--- src/rtl/approx_adder_tree_pipe_pkg.sv ---
// Shared definitions for the approximate adder tree.
//   mode_e     : lower-part approximation selector carried with every beat
//   clog2      : elaboration-time ceil(log2) used to size the tree depth
//   approx_add : one adder node, exact or with an approximated lower part
package approx_tree_pkg;

  typedef enum logic [1:0] {
    MODE_EXACT = 2'b00,
    MODE_XOR   = 2'b01,
    MODE_OR    = 2'b10,
    MODE_TRUNC = 2'b11
  } mode_e;

  // Operand width used inside approx_add; callers zero-extend into it and
  // size-cast the result back down to their own level width.
  localparam int OPW = 64;

  function automatic int clog2(input int value);
    int r;
    r = 0;
    while ((1 << r) < value) begin
      r = r + 1;
    end
    return r;
  endfunction

  // Upper parts are added with the k low bits masked to zero, so no carry can
  // leak from the lower part. k = 0 makes the mask empty and every mode exact.
  function automatic logic [OPW:0] approx_add(input logic [OPW-1:0] x,
                                               input logic [OPW-1:0] y,
                                               input mode_e          mode,
                                               input int             k);
    logic [OPW-1:0] lo_mask;
    logic [OPW-1:0] lo;
    logic [OPW:0]   hi;
    logic [OPW:0]   result;
    lo_mask = (64'd1 << k) - 64'd1;
    hi      = {1'b0, x & ~lo_mask} + {1'b0, y & ~lo_mask};
    case (mode)
      MODE_XOR:   lo = (x ^ y) & lo_mask;
      MODE_OR:    lo = (x | y) & lo_mask;
      MODE_TRUNC: lo = 64'd0;
      default:    lo = 64'd0;
    endcase
    if (mode == MODE_EXACT) begin
      result = {1'b0, x} + {1'b0, y};
    end else begin
      result = hi | {1'b0, lo};
    end
    return result;
  endfunction

endpackage

--- src/rtl/approx_adder_tree_pipe_if.sv ---
// Stream bundle of the adder tree.
//   in_valid/in_ready/in_data/in_mode      : operand beat (producer -> tree)
//   out_valid/out_ready/out_sum/out_mode   : result beat (tree -> consumer)
// master = producer/consumer side, slave = the tree. L must equal log2(N_IN).
interface approx_adder_tree_pipe_if #(
  parameter int N_IN = 8,
  parameter int W    = 8,
  parameter int L    = 3
);
  logic              in_valid;
  logic              in_ready;
  logic [N_IN*W-1:0] in_data;
  logic [1:0]        in_mode;
  logic              out_valid;
  logic              out_ready;
  logic [W+L-1:0]    out_sum;
  logic [1:0]        out_mode;

  modport master (
    output in_valid, in_data, in_mode, out_ready,
    input  in_ready, out_valid, out_sum, out_mode
  );

  modport slave (
    input  in_valid, in_data, in_mode, out_ready,
    output in_ready, out_valid, out_sum, out_mode
  );
endinterface

--- src/rtl/approx_adder_tree_pipe_level.sv ---
// One tree level: N/2 adders on adjacent operand pairs (2j, 2j+1) plus the
// stage register.
//   load_i  : stage may take a new beat this cycle (from the ready chain)
//   valid_i/mode_i/data_i : upstream beat, N operands of WL bits
//   valid_q/mode_q/data_q : registered beat, N/2 sums of WL+1 bits
module approx_tree_level
  import approx_tree_pkg::*;
#(
  parameter int N  = 8,
  parameter int WL = 8,
  parameter int K  = 3
) (
  input  logic                      clk,
  input  logic                      rst,
  input  logic                      load_i,
  input  logic                      valid_i,
  input  logic [1:0]                mode_i,
  input  logic [N*WL-1:0]           data_i,
  output logic                      valid_q,
  output logic [1:0]                mode_q,
  output logic [(N/2)*(WL+1)-1:0]   data_q
);
  localparam int WO = WL + 1;

  logic                  valid_d;
  logic [1:0]            mode_d;
  logic [(N/2)*WO-1:0]   data_d;

  // Next stage contents: take the upstream beat on load, otherwise hold.
  always_comb begin
    valid_d = valid_q;
    mode_d  = mode_q;
    data_d  = data_q;
    if (load_i) begin
      valid_d = valid_i;
      // Data and mode only change for a real beat, so bubbles cost no toggling.
      if (valid_i) begin
        mode_d = mode_i;
        for (int j = 0; j < N/2; j++) begin
          data_d[j*WO +: WO] = WO'(approx_add(OPW'(data_i[(2*j)*WL +: WL]),
                                              OPW'(data_i[(2*j+1)*WL +: WL]),
                                              mode_e'(mode_i), K));
        end
      end else begin
        mode_d = mode_q;
      end
    end else begin
      valid_d = valid_q;
    end
  end

  // Stage register.
  always_ff @(posedge clk or negedge rst) begin
    if (!rst) begin
      valid_q <= 1'b0;
      mode_q  <= 2'b00;
      data_q  <= {((N/2)*WO){1'b0}};
    end else begin
      valid_q <= valid_d;
      mode_q  <= mode_d;
      data_q  <= data_d;
    end
  end
endmodule

--- src/rtl/approx_adder_tree_pipe.sv ---
// Pipelined N_IN-input approximate adder tree with a valid/ready stream.
//   clk, rst (async, active-low)
//   bus       : stream bundle (slave side), result latency = log2(N_IN)
//   clr_stats : synchronous clear of the statistics, wins over a transfer
//   err_acc   : saturating sum of (exact - approx) over accepted results
//   beat_cnt  : saturating count of accepted results
module approx_adder_tree_pipe
  import approx_tree_pkg::*;
#(
  parameter int N_IN    = 8,
  parameter int W       = 8,
  parameter int K       = 3,
  parameter int ERR_MON = 1,
  parameter int ACC_W   = 32
) (
  input  logic                     clk,
  input  logic                     rst,
  approx_adder_tree_pipe_if.slave  bus,
  input  logic                     clr_stats,
  output logic [ACC_W-1:0]         err_acc,
  output logic [ACC_W-1:0]         beat_cnt
);
  localparam int L  = clog2(N_IN);
  localparam int OW = W + L;

  // Bit offset of level s outputs in the flattened level bus.
  function automatic int lvl_off(input int s);
    int acc;
    acc = 0;
    for (int t = 0; t < s; t++) begin
      acc += (N_IN >> (t + 1)) * (W + t + 1);
    end
    return acc;
  endfunction

  localparam int TOT = lvl_off(L);

  wire  [TOT-1:0] lvl_data;
  wire  [L-1:0]   lvl_valid;
  wire  [2*L-1:0] lvl_mode;
  logic [L-1:0]   load_s;

  // Ready chain: a stage loads when empty or when its successor moves on.
  always_comb begin
    load_s        = {L{1'b0}};
    load_s[L-1]   = !lvl_valid[L-1] || bus.out_ready;
    for (int s = L - 2; s >= 0; s--) begin
      load_s[s] = !lvl_valid[s] || load_s[s+1];
    end
  end

  for (genvar s = 0; s < L; s++) begin : g_lvl
    localparam int NI = N_IN >> s;
    localparam int WI = W + s;
    wire [NI*WI-1:0] din;
    wire             vin;
    wire [1:0]       min;
    if (s == 0) begin : g_src_in
      assign din = bus.in_data;
      assign vin = bus.in_valid;
      assign min = bus.in_mode;
    end else begin : g_src_lvl
      assign din = lvl_data[lvl_off(s-1) +: NI*WI];
      assign vin = lvl_valid[s-1];
      assign min = lvl_mode[2*(s-1) +: 2];
    end
    approx_tree_level #(.N(NI), .WL(WI), .K(K)) u_level (
      .clk     (clk),
      .rst     (rst),
      .load_i  (load_s[s]),
      .valid_i (vin),
      .mode_i  (min),
      .data_i  (din),
      .valid_q (lvl_valid[s]),
      .mode_q  (lvl_mode[2*s +: 2]),
      .data_q  (lvl_data[lvl_off(s) +: (NI/2)*(WI+1)])
    );
  end

  assign bus.in_ready  = load_s[0];
  assign bus.out_valid = lvl_valid[L-1];
  assign bus.out_sum   = lvl_data[lvl_off(L-1) +: OW];
  assign bus.out_mode  = lvl_mode[2*(L-1) +: 2];

  if (ERR_MON != 0) begin : g_mon
    // Shadow exact tree: same loads and valids as the main tree, data only.
    wire [TOT-1:0] sh_data;
    for (genvar s = 0; s < L; s++) begin : g_sh
      localparam int NI = N_IN >> s;
      localparam int WI = W + s;
      localparam int WO = WI + 1;
      wire [NI*WI-1:0]       din;
      wire                   vin;
      logic [(NI/2)*WO-1:0]  sh_d;
      logic [(NI/2)*WO-1:0]  sh_q;
      if (s == 0) begin : g_src_in
        assign din = bus.in_data;
        assign vin = bus.in_valid;
      end else begin : g_src_lvl
        assign din = sh_data[lvl_off(s-1) +: NI*WI];
        assign vin = lvl_valid[s-1];
      end
      // Exact pairwise sums, captured alongside the main stage.
      always_comb begin
        sh_d = sh_q;
        if (load_s[s] && vin) begin
          for (int j = 0; j < NI/2; j++) begin
            sh_d[j*WO +: WO] = WO'(approx_add(OPW'(din[(2*j)*WI +: WI]),
                                              OPW'(din[(2*j+1)*WI +: WI]),
                                              MODE_EXACT, 0));
          end
        end else begin
          sh_d = sh_q;
        end
      end
      // Shadow stage register.
      always_ff @(posedge clk or negedge rst) begin
        if (!rst) begin
          sh_q <= {((NI/2)*WO){1'b0}};
        end else begin
          sh_q <= sh_d;
        end
      end
      assign sh_data[lvl_off(s) +: (NI/2)*WO] = sh_q;
    end

    logic [ACC_W-1:0] err_d, err_q, cnt_d, cnt_q;
    logic [OW-1:0]    diff_s;
    logic [ACC_W:0]   err_sum_s, cnt_sum_s;
    logic             fire_s;

    // Statistics update; approx never exceeds exact so diff_s is non-negative.
    always_comb begin
      fire_s    = bus.out_valid && bus.out_ready;
      diff_s    = sh_data[lvl_off(L-1) +: OW] - bus.out_sum;
      err_sum_s = {1'b0, err_q} + (ACC_W+1)'(diff_s);
      cnt_sum_s = {1'b0, cnt_q} + {{ACC_W{1'b0}}, 1'b1};
      err_d     = err_q;
      cnt_d     = cnt_q;
      if (clr_stats) begin
        err_d = {ACC_W{1'b0}};
        cnt_d = {ACC_W{1'b0}};
      end else if (fire_s) begin
        err_d = err_sum_s[ACC_W] ? {ACC_W{1'b1}} : err_sum_s[ACC_W-1:0];
        cnt_d = cnt_sum_s[ACC_W] ? {ACC_W{1'b1}} : cnt_sum_s[ACC_W-1:0];
      end else begin
        err_d = err_q;
        cnt_d = cnt_q;
      end
    end

    // Statistics registers.
    always_ff @(posedge clk or negedge rst) begin
      if (!rst) begin
        err_q <= {ACC_W{1'b0}};
        cnt_q <= {ACC_W{1'b0}};
      end else begin
        err_q <= err_d;
        cnt_q <= cnt_d;
      end
    end

    assign err_acc  = err_q;
    assign beat_cnt = cnt_q;
  end else begin : g_no_mon
    assign err_acc  = {ACC_W{1'b0}};
    assign beat_cnt = {ACC_W{1'b0}};
  end
endmodule

--- src/flat_wrapper.sv ---
// flat-port wrapper written by rule: the top's interface ports become plain ports
module approx_adder_tree_pipe_flat import approx_tree_pkg::*;
#(
  parameter int N_IN    = 8,
  parameter int W       = 8,
  parameter int K       = 3,
  parameter int ERR_MON = 1,
  parameter int ACC_W   = 32
)
  (clk, rst, clr_stats, err_acc, beat_cnt, bus_in_valid, bus_in_data, bus_in_mode, bus_out_ready, bus_in_ready, bus_out_valid, bus_out_sum, bus_out_mode);
  approx_adder_tree_pipe_if #(.N_IN(N_IN), .W(W), .L((3))) bus_i ();
  input  logic clk;
  input  logic rst;
  input  logic clr_stats;
  output logic [ACC_W-1:0] err_acc;
  output logic [ACC_W-1:0] beat_cnt;
  input wire logic [$bits(bus_i.in_valid)-1:0] bus_in_valid;
  input wire logic [$bits(bus_i.in_data)-1:0] bus_in_data;
  input wire logic [$bits(bus_i.in_mode)-1:0] bus_in_mode;
  input wire logic [$bits(bus_i.out_ready)-1:0] bus_out_ready;
  output wire logic [$bits(bus_i.in_ready)-1:0] bus_in_ready;
  output wire logic [$bits(bus_i.out_valid)-1:0] bus_out_valid;
  output wire logic [$bits(bus_i.out_sum)-1:0] bus_out_sum;
  output wire logic [$bits(bus_i.out_mode)-1:0] bus_out_mode;
  assign bus_i.in_valid = bus_in_valid;
  assign bus_i.in_data = bus_in_data;
  assign bus_i.in_mode = bus_in_mode;
  assign bus_i.out_ready = bus_out_ready;
  assign bus_in_ready = bus_i.in_ready;
  assign bus_out_valid = bus_i.out_valid;
  assign bus_out_sum = bus_i.out_sum;
  assign bus_out_mode = bus_i.out_mode;
  approx_adder_tree_pipe #(.N_IN(N_IN), .W(W), .K(K), .ERR_MON(ERR_MON), .ACC_W(ACC_W)) u_core (.clk(clk), .rst(rst), .bus(bus_i), .clr_stats(clr_stats), .err_acc(err_acc), .beat_cnt(beat_cnt));
endmodule
--- config.mk ---
export PLATFORM = sky130hd
export DESIGN_NAME = approx_adder_tree_pipe_flat
export DESIGN_NICKNAME = d
export VERILOG_FILES = /design/src/rtl/approx_adder_tree_pipe_pkg.sv /design/src/rtl/approx_adder_tree_pipe_if.sv /design/src/rtl/approx_adder_tree_pipe_level.sv /design/src/rtl/approx_adder_tree_pipe.sv /design/src/flat_wrapper.sv
export SDC_FILE = /design/constraint.sdc
export NUM_CORES = 1
export LEC_CHECK = 0
export CELL_PAD_IN_SITES_DETAIL_PLACEMENT = 1
export CELL_PAD_IN_SITES_GLOBAL_PLACEMENT = 1
export CORE_MARGIN = 10
export CORE_UTILIZATION = 40
export DETAILED_ROUTE_END_ITERATION = 8
export MAX_ROUTING_LAYER = met4
export PLACE_DENSITY = 0.75
export SKIP_LAST_GASP = 1
export SLEW_MARGIN = 15
export SYNTH_ARGS = -nofsm -noshare
export SYNTH_HDL_FRONTEND = slang
export SYNTH_SLANG_ARGS = --single-unit
--- constraint.sdc ---
create_clock -name clk -period 3.7 [get_ports clk]
set_input_delay 0.74 -clock clk [delete_from_list [all_inputs] [get_ports clk]]
set_output_delay 0.74 -clock clk [all_outputs]
set_load 0.01 [all_outputs]
# After elaboration in Yosys (flattened, before gate mapping)
# Cells that the tools add are included.
# totals
word_cells,112
regBits,207
inputBits,71
out_inout_bits,79
# classes
addsub,20
n_mux,34
reduce_logical,17
n_eq_ne,6
bitwise_logic,21
# op_table
operator,n
two-way mux 32 bit,6
two-way mux 9 bit,12
adder 8 x 8 -> 9 bit,8
adder 9 x 9 -> 10 bit,6
two-way mux 10 bit,6
one-hot mux 3 bit (2 select lines),7
OR 9 bit,4
adder 10 x 10 -> 11 bit,3
adder 32 x 1 -> 33 bit (second input constant),1
adder 32 x 11 -> 33 bit,1
two-way mux 11 bit,3
OR 3 bit,7
bitwise XOR 3 bit,7
OR 10 bit,2
OR 11 bit,1
subtractor 11 bit,1
== test 2 x 1 -> 1 bit (second input constant),3
== test 2 bit (second input constant),3
zero test 2 bit,3
AND reduction 2 bit,3
logical AND 1 bit,4
zero test 1 bit,3
logical OR 1 bit,3
nonzero test 2 bit,1

# Longest topological paths before layout
# Gate-level depths: netlist of run 1.
# depth
word_depth,7
ltp_mapped,18
depth_no_buf,17

# Modules after synthesis
# From an unflattened synthesis of run 1, not the netlist that was laid out.
# unflattened
hier_cells,1790
hier_area_um2,15707.6
# modules_own_cells
module,cells_each,area_per_inst_um2,n_inst,seq_area_each_um2
approx_adder_tree_pipe,1054,9268.9,1,3278.1
approx_tree_level at u_core.g_lvl[0].u_level,384,3313.2,1,975.9
approx_tree_level at u_core.g_lvl[1].u_level,229,1996.9,1,575.6
approx_tree_level at u_core.g_lvl[2].u_level,123,1128.6,1,350.3

# Worst setup path before layout of run 1
# OpenSTA, ideal clock, no wires.
# synth_path
kind,register to register
from,register u_core.g_lvl[2].u_level.data_q[0]
to,"register u_core.g_mon.err_q[19], in the netlist u_core.err_acc[19]"
path_stages_with_launch,18
synth_period_minus_slack_ns,3.679
t_required_ns,3.627
arrival_ns,3.606
path_buffers,1
path_slack_ns,0.021
setup_time_ns,0.073
path_cell_list,dfrtp_1 -> ha_1 -> inv_1 -> fa_1 -> a21o_1 -> a21oi_1 -> o211ai_1 -> a31o_2 -> a21oi_1 -> xnor2_1 -> ha_1 -> o21a_1 -> nor2_1 -> or2_0 -> clkbuf_2 -> a21oi_1 -> or4b_1 -> nand3_1
# synth_between
elab_chain_cells,5
# synth_lines
item,line,rtl
start: declaration,approx_adder_tree_pipe_level.sv:21,output logic [(N/2)*(WL+1)-1:0] data_q
start signal: assignment,approx_adder_tree_pipe_level.sv:57,data_q <= {((N/2)*WO){1'b0}};
start signal: assignment,approx_adder_tree_pipe_level.sv:61,data_q <= data_d;
subtractor 11 bit,approx_adder_tree_pipe.sv:135,diff_s = sh_data[lvl_off(L-1) +: OW] - bus.out_sum;
adder 32 x 11 -> 33 bit,approx_adder_tree_pipe.sv:136,"err_sum_s = {1'b0, err_q} + (ACC_W+1)'(diff_s);"
two-way mux 32 bit,approx_adder_tree_pipe.sv:144,err_d = err_sum_s[ACC_W] ? {ACC_W{1'b1}} : err_sum_s[ACC_W-1:0];
two-way mux 32 bit,approx_adder_tree_pipe.sv:143,end else if (fire_s) begin
two-way mux 32 bit,approx_adder_tree_pipe.sv:140,if (clr_stats) begin
end signal: assignment,approx_adder_tree_pipe.sv:155,err_q <= {ACC_W{1'b0}};
end signal: assignment,approx_adder_tree_pipe.sv:158,err_q <= err_d;
end: declaration,approx_adder_tree_pipe.sv:127,"logic [ACC_W-1:0] err_d, err_q, cnt_d, cnt_q;"
# Every way passes these cells. The select of a mux whose other input is x is not followed.
# A chain may end at the register's enable or synchronous reset.

# Worst setup path in the final report of run 1
# layout_path
from,register u_core.g_lvl[2].u_level.data_q[4]
to,"register u_core.g_mon.err_q[16], in the netlist u_core.err_acc[16]"
# Same word-level chain as after synthesis.

==> flow_summary.json, run 1 <==
{
  "via_count": 13000,
  "grt_pass1_vias": 13700,
  "power_uw": 12800,
  "grt_pass1_wl_um": 72900,
  "ioPinCount": 150,
  "max_stage_delay_ns": 0.39,
  "top_usage_layer": "met2",
  "use_met1": 0.256,
  "fp-row-count": 70,
  "clk_latency_ns": 0.53,
  "start_util": 0.405,
  "ys_seq_area_frac": 0.351,
  "clkPwrFrac": 0.197,
  "yosysWarnings": 0,
  "place_inst": 2268,
  "power.switching_uw": 5390,
  "switching_share": 0.420,
  "area_growth_pct": 21.8,
  "multi_input_area_sq_um": 8890,
  "worstMarginPinSlew_ns": 1.14,
  "crit_arrival_ns": 3.94,
  "syn_area_per_cell_sq_um": 8.79,
  "drc": 0,
  "cts_tree": "done",
  "dr.pass1.iters": 5,
  "p_leak_uw": 0.00787,
  "dp_hpwl_um": 34500,
  "slowest_stage": "dfrtp_1",
  "worst-setup-path-type": "reg2reg",
  "final_hold_viol_count": 0,
  "die_h_um": 212,
  "cp_top_family": "simple AND/OR/NAND/NOR gates",
  "report.final.slew_viol_count": 0,
  "fin_tns_setup_ns": 0,
  "slew_headroom": 0.241,
  "ys_types": 74,
  "synth-async-reset-ratio": 1.00,
  "viasPerCell": 5.56,
  "diodes": 0,
  "ys.flop_type": "dfrtp_1",
  "cts_sinks": 207,
  "cpMostUsedCell": "buf_4",
  "netlist_area_sq_um": 14800,
  "powerDensity_nw_per_um2": 713,
  "crit_cells": 16,
  "io_buffers": 149,
  "intPower_uw": 7440,
  "rsz0062_at_grt": "true",
  "synth.area.top_cells": "dfrtp_1 (35%), ha_1 (12%), nand2_1 (4.9%)",
  "coreArea_sq_um": 36500,
  "cp.required_ns": 4.05,
  "critical_path_buf_inv_count": 5,
  "drt-total-wl_um": 45000,
  "setup_violations": 0,
  "drv_cap": 0,
  "r2r_cells": 16,
  "numCtsBuffers": 25,
  "finalNetCount": 2072,
  "endpoint_kind": "flop",
  "die_w_um": 212,
  "placed_area_sq_um": 16900,
  "ctsHoldBuffers": 0,
  "hold_class": "in2async",
  "use_met3": 0.0197,
  "period_share": 0.969,
  "initialDrtViolationCount": 676,
  "die-area_sq_um": 45000,
  "seqCellArea_sq_um": 5180,
  "ant_nets": 0,
  "place_congestion": 0.861,
  "grt_overflow_total": 0,
  "p_comb_frac": 0.547,
  "gr-usage-all-layers": 0.201,
  "fmax_mhz": 279,
  "period_needed_ns": 3.59,
  "seqPwrFrac": 0.255,
  "instances_no_fill": 2328,
  "avgRoutedWirePerCell_um": 19.3,
  "cp_max_fo": 5,
  "synth_common_cells": "dfrtp_1 (207), nand2_1 (194), inv_1 (151)",
  "grt_start_max_net_pins": 90,
  "finalInstanceArea_sq_um": 18000,
  "nFillCells": 4234,
  "synth_edf_count": 0,
  "ir_worst_vdd_uv": 420,
  "critPathLaunchType": "flop",
  "root_buffer": "clkbuf_16",
  "yosysTopAreaCell": "dfrtp_1",
  "path_cells": "inv_1, ha_1, or3_1, o31ai_2, buf_4, o211ai_1, ha_1, buf_4, a21oi_1, nand3_1, a41oi_4, buf_6, nor3_2, buf_4, nor3_2, nor3_1",
  "h-tree-depth": 1,
  "syn_nets": 1912,
  "synth_top_area_frac": 0.351,
  "cts.clk_slew.worst_paths_ns": 0.07,
  "synth-seq-cells": 207,
  "synthMostInstantiatedCell": "dfrtp_1",
  "syn_inst": 1682,
  "clk_path_buf_depth": 3,
  "antenna_found_initial": 0,
  "status": "complete, no violations",
  "grtUsageMet2": 0.342,
  "final_layout_size_suffix_gt1_frac": 0.0930,
  "skew_ns": 0.0193
}
## metal layers
layer / routed length, um / vias to the layer above / part of all wire
li1: - / 6291 / -
met1: 20900 / 6418 / 0.46
met2: 22100 / 203 / 0.49
met3: 1370 / 42 / 0.030
met4: 665 / 0 / 0.015
met5: 0 / - / 0
## power groups by stage
stage,Combinational [uW],Sequential [uW],Clock (uW)
6_report,7020,3270,2530
5_1_grt,7800,3350,2680
4_1_cts,6600,3280,2580
3_5_place_dp,6490,3310,0
3_3_place_gp,6210,3280,0
2_1_floorplan,4630,3170,0
## worst paths after layout
| check | startpoint | to | slack, ns |
|---|---|---|---|
| hold reg to reg | u_core.g_mon.g_sh[0].sh_q[14]$_DFFE_PN0P_ | u_core.g_mon.g_sh[0].sh_q[14]$_DFFE_PN0P_ | 0.48 |
| max in group asynchronous | rst | u_core.g_lvl[1].u_level.data_q[17]$_DFFE_PN0P_ | 2.62 |
| hold / removal | rst | u_core.err_acc[11]$_DFFE_PN0P_ | 0.28 |
| min in group clk | u_core.g_mon.g_sh[0].sh_q[14]$_DFFE_PN0P_ | u_core.g_mon.g_sh[0].sh_q[14]$_DFFE_PN0P_ | 0.48 |
| setup / recovery | u_core.g_lvl[2].u_level.data_q[4]$_DFFE_PN0P_ | u_core.err_acc[16]$_DFFE_PN0P_ | 0.11 |
| setup reg to reg | u_core.g_lvl[2].u_level.data_q[4]$_DFFE_PN0P_ | u_core.err_acc[16]$_DFFE_PN0P_ | 0.11 |
## state kept, by name, indices dropped and copies added (netlist names)
register                      count
u_core.g_lvl.u_level.data_q      67
u_core.g_mon.g_sh.sh_q           67
u_core.beat_cnt                  32
u_core.err_acc                   32
u_core.g_lvl.u_level.mode_q       6
u_core.g_lvl.u_level.valid_q      3
## cells by family after synthesis
logic type | after synthesis | share of synthesized area
AO/OA/AOI/OAI | 476 | 0.215
buffers and inverters | 222 | 0.0588
adder cells (fa/ha/maj) | 159 | 0.144
flip-flops | 207 | 0.351
XOR/XNOR | 76 | 0.0450
multiplexers | 28 | 0.0197
AND/OR/NAND/NOR | 514 | 0.166
## stage by stage
step / util / worst slack (ns) / hold slack (ns)
2_1_floorplan: - / 0.0212 / 0.443
3_3_place_gp: 0.463 / 0.0237 / 0.464
3_5_place_dp: 0.463 / -0.138 / 0.466
4_1_cts: 0.486 / 0.0279 / 0.313
5_1_grt: 0.493 / -0.0660 / 0.340
6_report: 0.493 / 0.115 / 0.277
## timing repair
| action | CTS | global route |
|---|---|---|
| cloned | 0 | 1 |
| pin swaps | 0 | 20 |
| setup buffers | 0 | 14 |
| setup endpoints to repair | 13 | 29 |
| resized for setup | 8 | 34 |
## layout by cell type (no fill, tap or decap), drive strengths merged, types with 8 or more instances in the layout
master and count:
nor2 100, and3 18, a31oi 24, nand3 43
clkdlybuf4s50 147, or3 14, buf 54, a21oi 85
inv 151, o21bai 9, xnor2 44, ha 140
clkbuf 37, o311ai 9, a21o 30, a211oi 38
and2 13, nand2 194, o21a 24, nor3 46
nor2b 14, dfrtp 207, o21ai 136, nand2b 17
o211ai 16, a311oi 20, or2 8, mux2i 19
a22oi 14, o31ai 13, xor2 32, o22ai 13
a221oi 9, mux2 9, nand4 17, fa 19
## final cells by class
type	instances	share of cell area
Multi-Input combinational cell	1254	0.494
Sequential cell	207	0.288
Clock buffer	36	0.0398
Timing Repair Buffer	202	0.108
Tap cell	468	0.0325
Inverter	152	0.0317
Clock inverter	9	0.00667
(Power assumes the default switching activity.)
==> inputs of run 2 (changes only) <==
- CAP_MARGIN: not set -> 0
- CORE_UTILIZATION: 40 -> 41
- CTS_BUF_LIST: not set -> sky130_fd_sc_hd__clkbuf_4
- PLACE_DENSITY: 0.75 -> 0.77
==> run 2 against run 1 <==
- power shrank 3.2%
- sequential power hardly changed
- maximum frequency rose by 1.9%
- routed wire length down 1.2%
- largest power group unchanged
- utilization up 0.75 points
- critical endpoint unchanged
==> flow_summary.json, run 2 (same netlist as run 1, synthesis figures left out) <==
{
  "worst_hold_slack_ns": 0.133,
  "drt-total-wl_um": 44400,
  "cts_tree": "done",
  "finalInstanceArea_sq_um": 17800,
  "setup_violations": 0,
  "drt-met1-wl_um": 20400,
  "die_w_um": 210,
  "gr-usage-all-layers": 0.202,
  "nFillCells": 4205,
  "routed.top_layer": "met4",
  "clkPwrFrac": 0.176,
  "area_growth_pct": 20.4,
  "fp-row-count": 69,
  "ant_nets": 0,
  "fin_ws_ns": 0.182,
  "clk_latency_ns": 0.73,
  "hold_class": "in2async",
  "report.final.slew_viol_count": 0,
  "dr.pass1.iters": 5,
  "worstMarginPinSlew_ns": 1.05,
  "period_share": 0.951,
  "antenna_found_initial": 3,
  "timing.rr.start": "u_core.g_lvl[2].u_level.data_q[1]$_DFFE_PN0P_",
  "grt_start_max_net_pins": 98,
  "r2r_cells": 18,
  "fmax_mhz": 284,
  "multi_input_area_sq_um": 8820,
  "critical_path_buf_inv_count": 5,
  "ioPinCount": 150,
  "cts_sinks": 207,
  "numCtsBuffers": 60,
  "max_stage_delay_ns": 0.39,
  "p_comb_frac": 0.562,
  "dp_slack_ns": -0.202,
  "die_h_um": 210,
  "power.switching_uw": 5360,
  "place_congestion": 0.873,
  "slew_headroom": 0.302,
  "intPower_uw": 7060,
  "grt_pass1_vias": 14200,
  "critPathLaunchType": "flop",
  "final_cell_mix": "dfrtp_1 (207), nand2_1 (192), inv_1 (149)",
  "reg2reg_slack_ns": 0.18,
  "reg.largest.list": "u_core.g_lvl.u_level.data_q: 67 flops, u_core.g_mon.g_sh.sh_q: 67 flops",
  "drc": 0,
  "period_needed_ns": 3.52,
  "skew_ns": 0.0341,
  "r2r_end": "u_core.err_acc[16]$_DFFE_PN0P_",
  "cp_top_family": "compound AO/OA/AOI/OAI gates",
  "crit_arrival_ns": 4.09,
  "cts.clk_slew.worst_paths_ns": 0.06,
  "path_cells": "inv_2, ha_1, nor2b_1, o21ai_1, a21oi_1, o31ai_1, buf_4, o211ai_1, ha_1, buf_4, a21oi_1, nand3_2, a41oi_4, buf_6, nor3_2, buf_4, nor3_1, nor3_1",
  "final_hold_viol_count": 0,
  "die-area_sq_um": 44000,
  "coreArea_sq_um": 35600,
  "seqCellArea_sq_um": 5180,
  "powerDensity_nw_per_um2": 698,
  "cpMostUsedCell": "buf_4",
  "via_count": 13100,
  "cp.required_ns": 4.27,
  "p_leak_uw": 0.00787,
  "status": "complete, no violations",
  "grt_pass1_wl_um": 72900,
  "wl_met3_um": 1330,
  "initialDrtViolationCount": 645,
  "power_uw": 12400,
  "ir_worst_vdd_uv": 544,
  "seqPwrFrac": 0.263,
  "final_layout_size_suffix_gt1_frac": 0.109,
  "start_util": 0.415,
  "clk_path_buf_depth": 3,
  "placed_area_sq_um": 16900,
  "grt_overflow_total": 0,
  "cp_max_fo": 5,
  "finalNetCount": 2097,
  "dp_hpwl_um": 34700,
  "met2_length_um": 21700,
  "h-tree-depth": 2,
  "slowest_stage": "dfrtp_1",
  "viasPerCell": 5.53,
  "drv_cap": 0,
  "avgRoutedWirePerCell_um": 18.7,
  "switching_share": 0.431,
  "endpoint_kind": "flop",
  "io_buffers": 149,
  "root_buffer": "clkbuf_4",
  "worst-setup-path-type": "reg2reg",
  "layout_commonest_cell": "dfrtp_1"
}
[run 2: changes by cell type in the layout (fill, tap and decap cells not counted), sizes merged]
cell,change
buf,-9
bufinv,-2
clkbuf,+52
clkinv,+12
diode,+3
inv,+1
or3,-1
[run 2: worst max-delay path by stage]
stage | startpoint | endpoint | slack (ns) | depth (start not counted)
floorplan | u_core.g_lvl[2].u_level.data_q[0]$_DFFE_PN0P_ | u_core.err_acc[19]$_DFFE_PN0P_ | 0.02 | 17
global placement | u_core.g_mon.g_sh[2].sh_q[0]$_DFFE_PN0P_ | u_core.err_acc[25]$_DFFE_PN0P_ | 0.02 | 18
detailed placement | u_core.g_mon.g_sh[2].sh_q[0]$_DFFE_PN0P_ | u_core.err_acc[25]$_DFFE_PN0P_ | -0.20 | 18
CTS | u_core.g_mon.g_sh[2].sh_q[0]$_DFFE_PN0P_ | u_core.err_acc[23]$_DFFE_PN0P_ | -0.03 | 17
global route | u_core.g_mon.g_sh[2].sh_q[9]$_DFFE_PN0P_ | u_core.err_acc[0]$_DFFE_PN0P_ | -0.05 | 15
finish | u_core.g_lvl[2].u_level.data_q[1]$_DFFE_PN0P_ | u_core.err_acc[16]$_DFFE_PN0P_ | 0.18 | 18
[run 2: power by group through the flow]
stage	Combinational (uW)	Sequential [uW]	Clock, uW
2_1_floorplan	4630	3170	0
3_3_place_gp	6230	3270	0
3_5_place_dp	6550	3310	0
4_1_cts	6650	3270	2250
5_1_grt	7760	3340	2390
6_report	6970	3260	2180
[run 2: area by class of cell]
cell class              count  share of cell area
repair buffers            193               0.106
well taps                 461              0.0324
diodes                      3            0.000422
clock buffers              88              0.0371
inverters                 152              0.0321
flip-flops and latches    207               0.291
multi-input cells        1253               0.495
clock inverters            20             0.00598
[run 2: routing by layer]
layer,vias to the layer above,global-route usage
met3,69,0.0272
met4,0,0.0660
met2,226,0.339
li1,6377,-
met5,-,-
met1,6461,0.248
[run 2: metrics by stage]
step           std cells  utilization  setup TNS [ns]
3_5_place_dp        2257        0.474           -1.06
5_1_grt             2377        0.500          -0.288
4_1_cts             2365        0.496         -0.0313
6_report            2377        0.500               0
2_1_floorplan       1682            -               0
3_3_place_gp        2257        0.474               0
[run 2: what timing repair did]
action	in CTS	in global routing
endpoints found under the hold margin	0	0
setup buffers	0	9
resized for setup	5	19
pin swaps	1	18
setup endpoints to repair	11	32
hold buffers	0	0
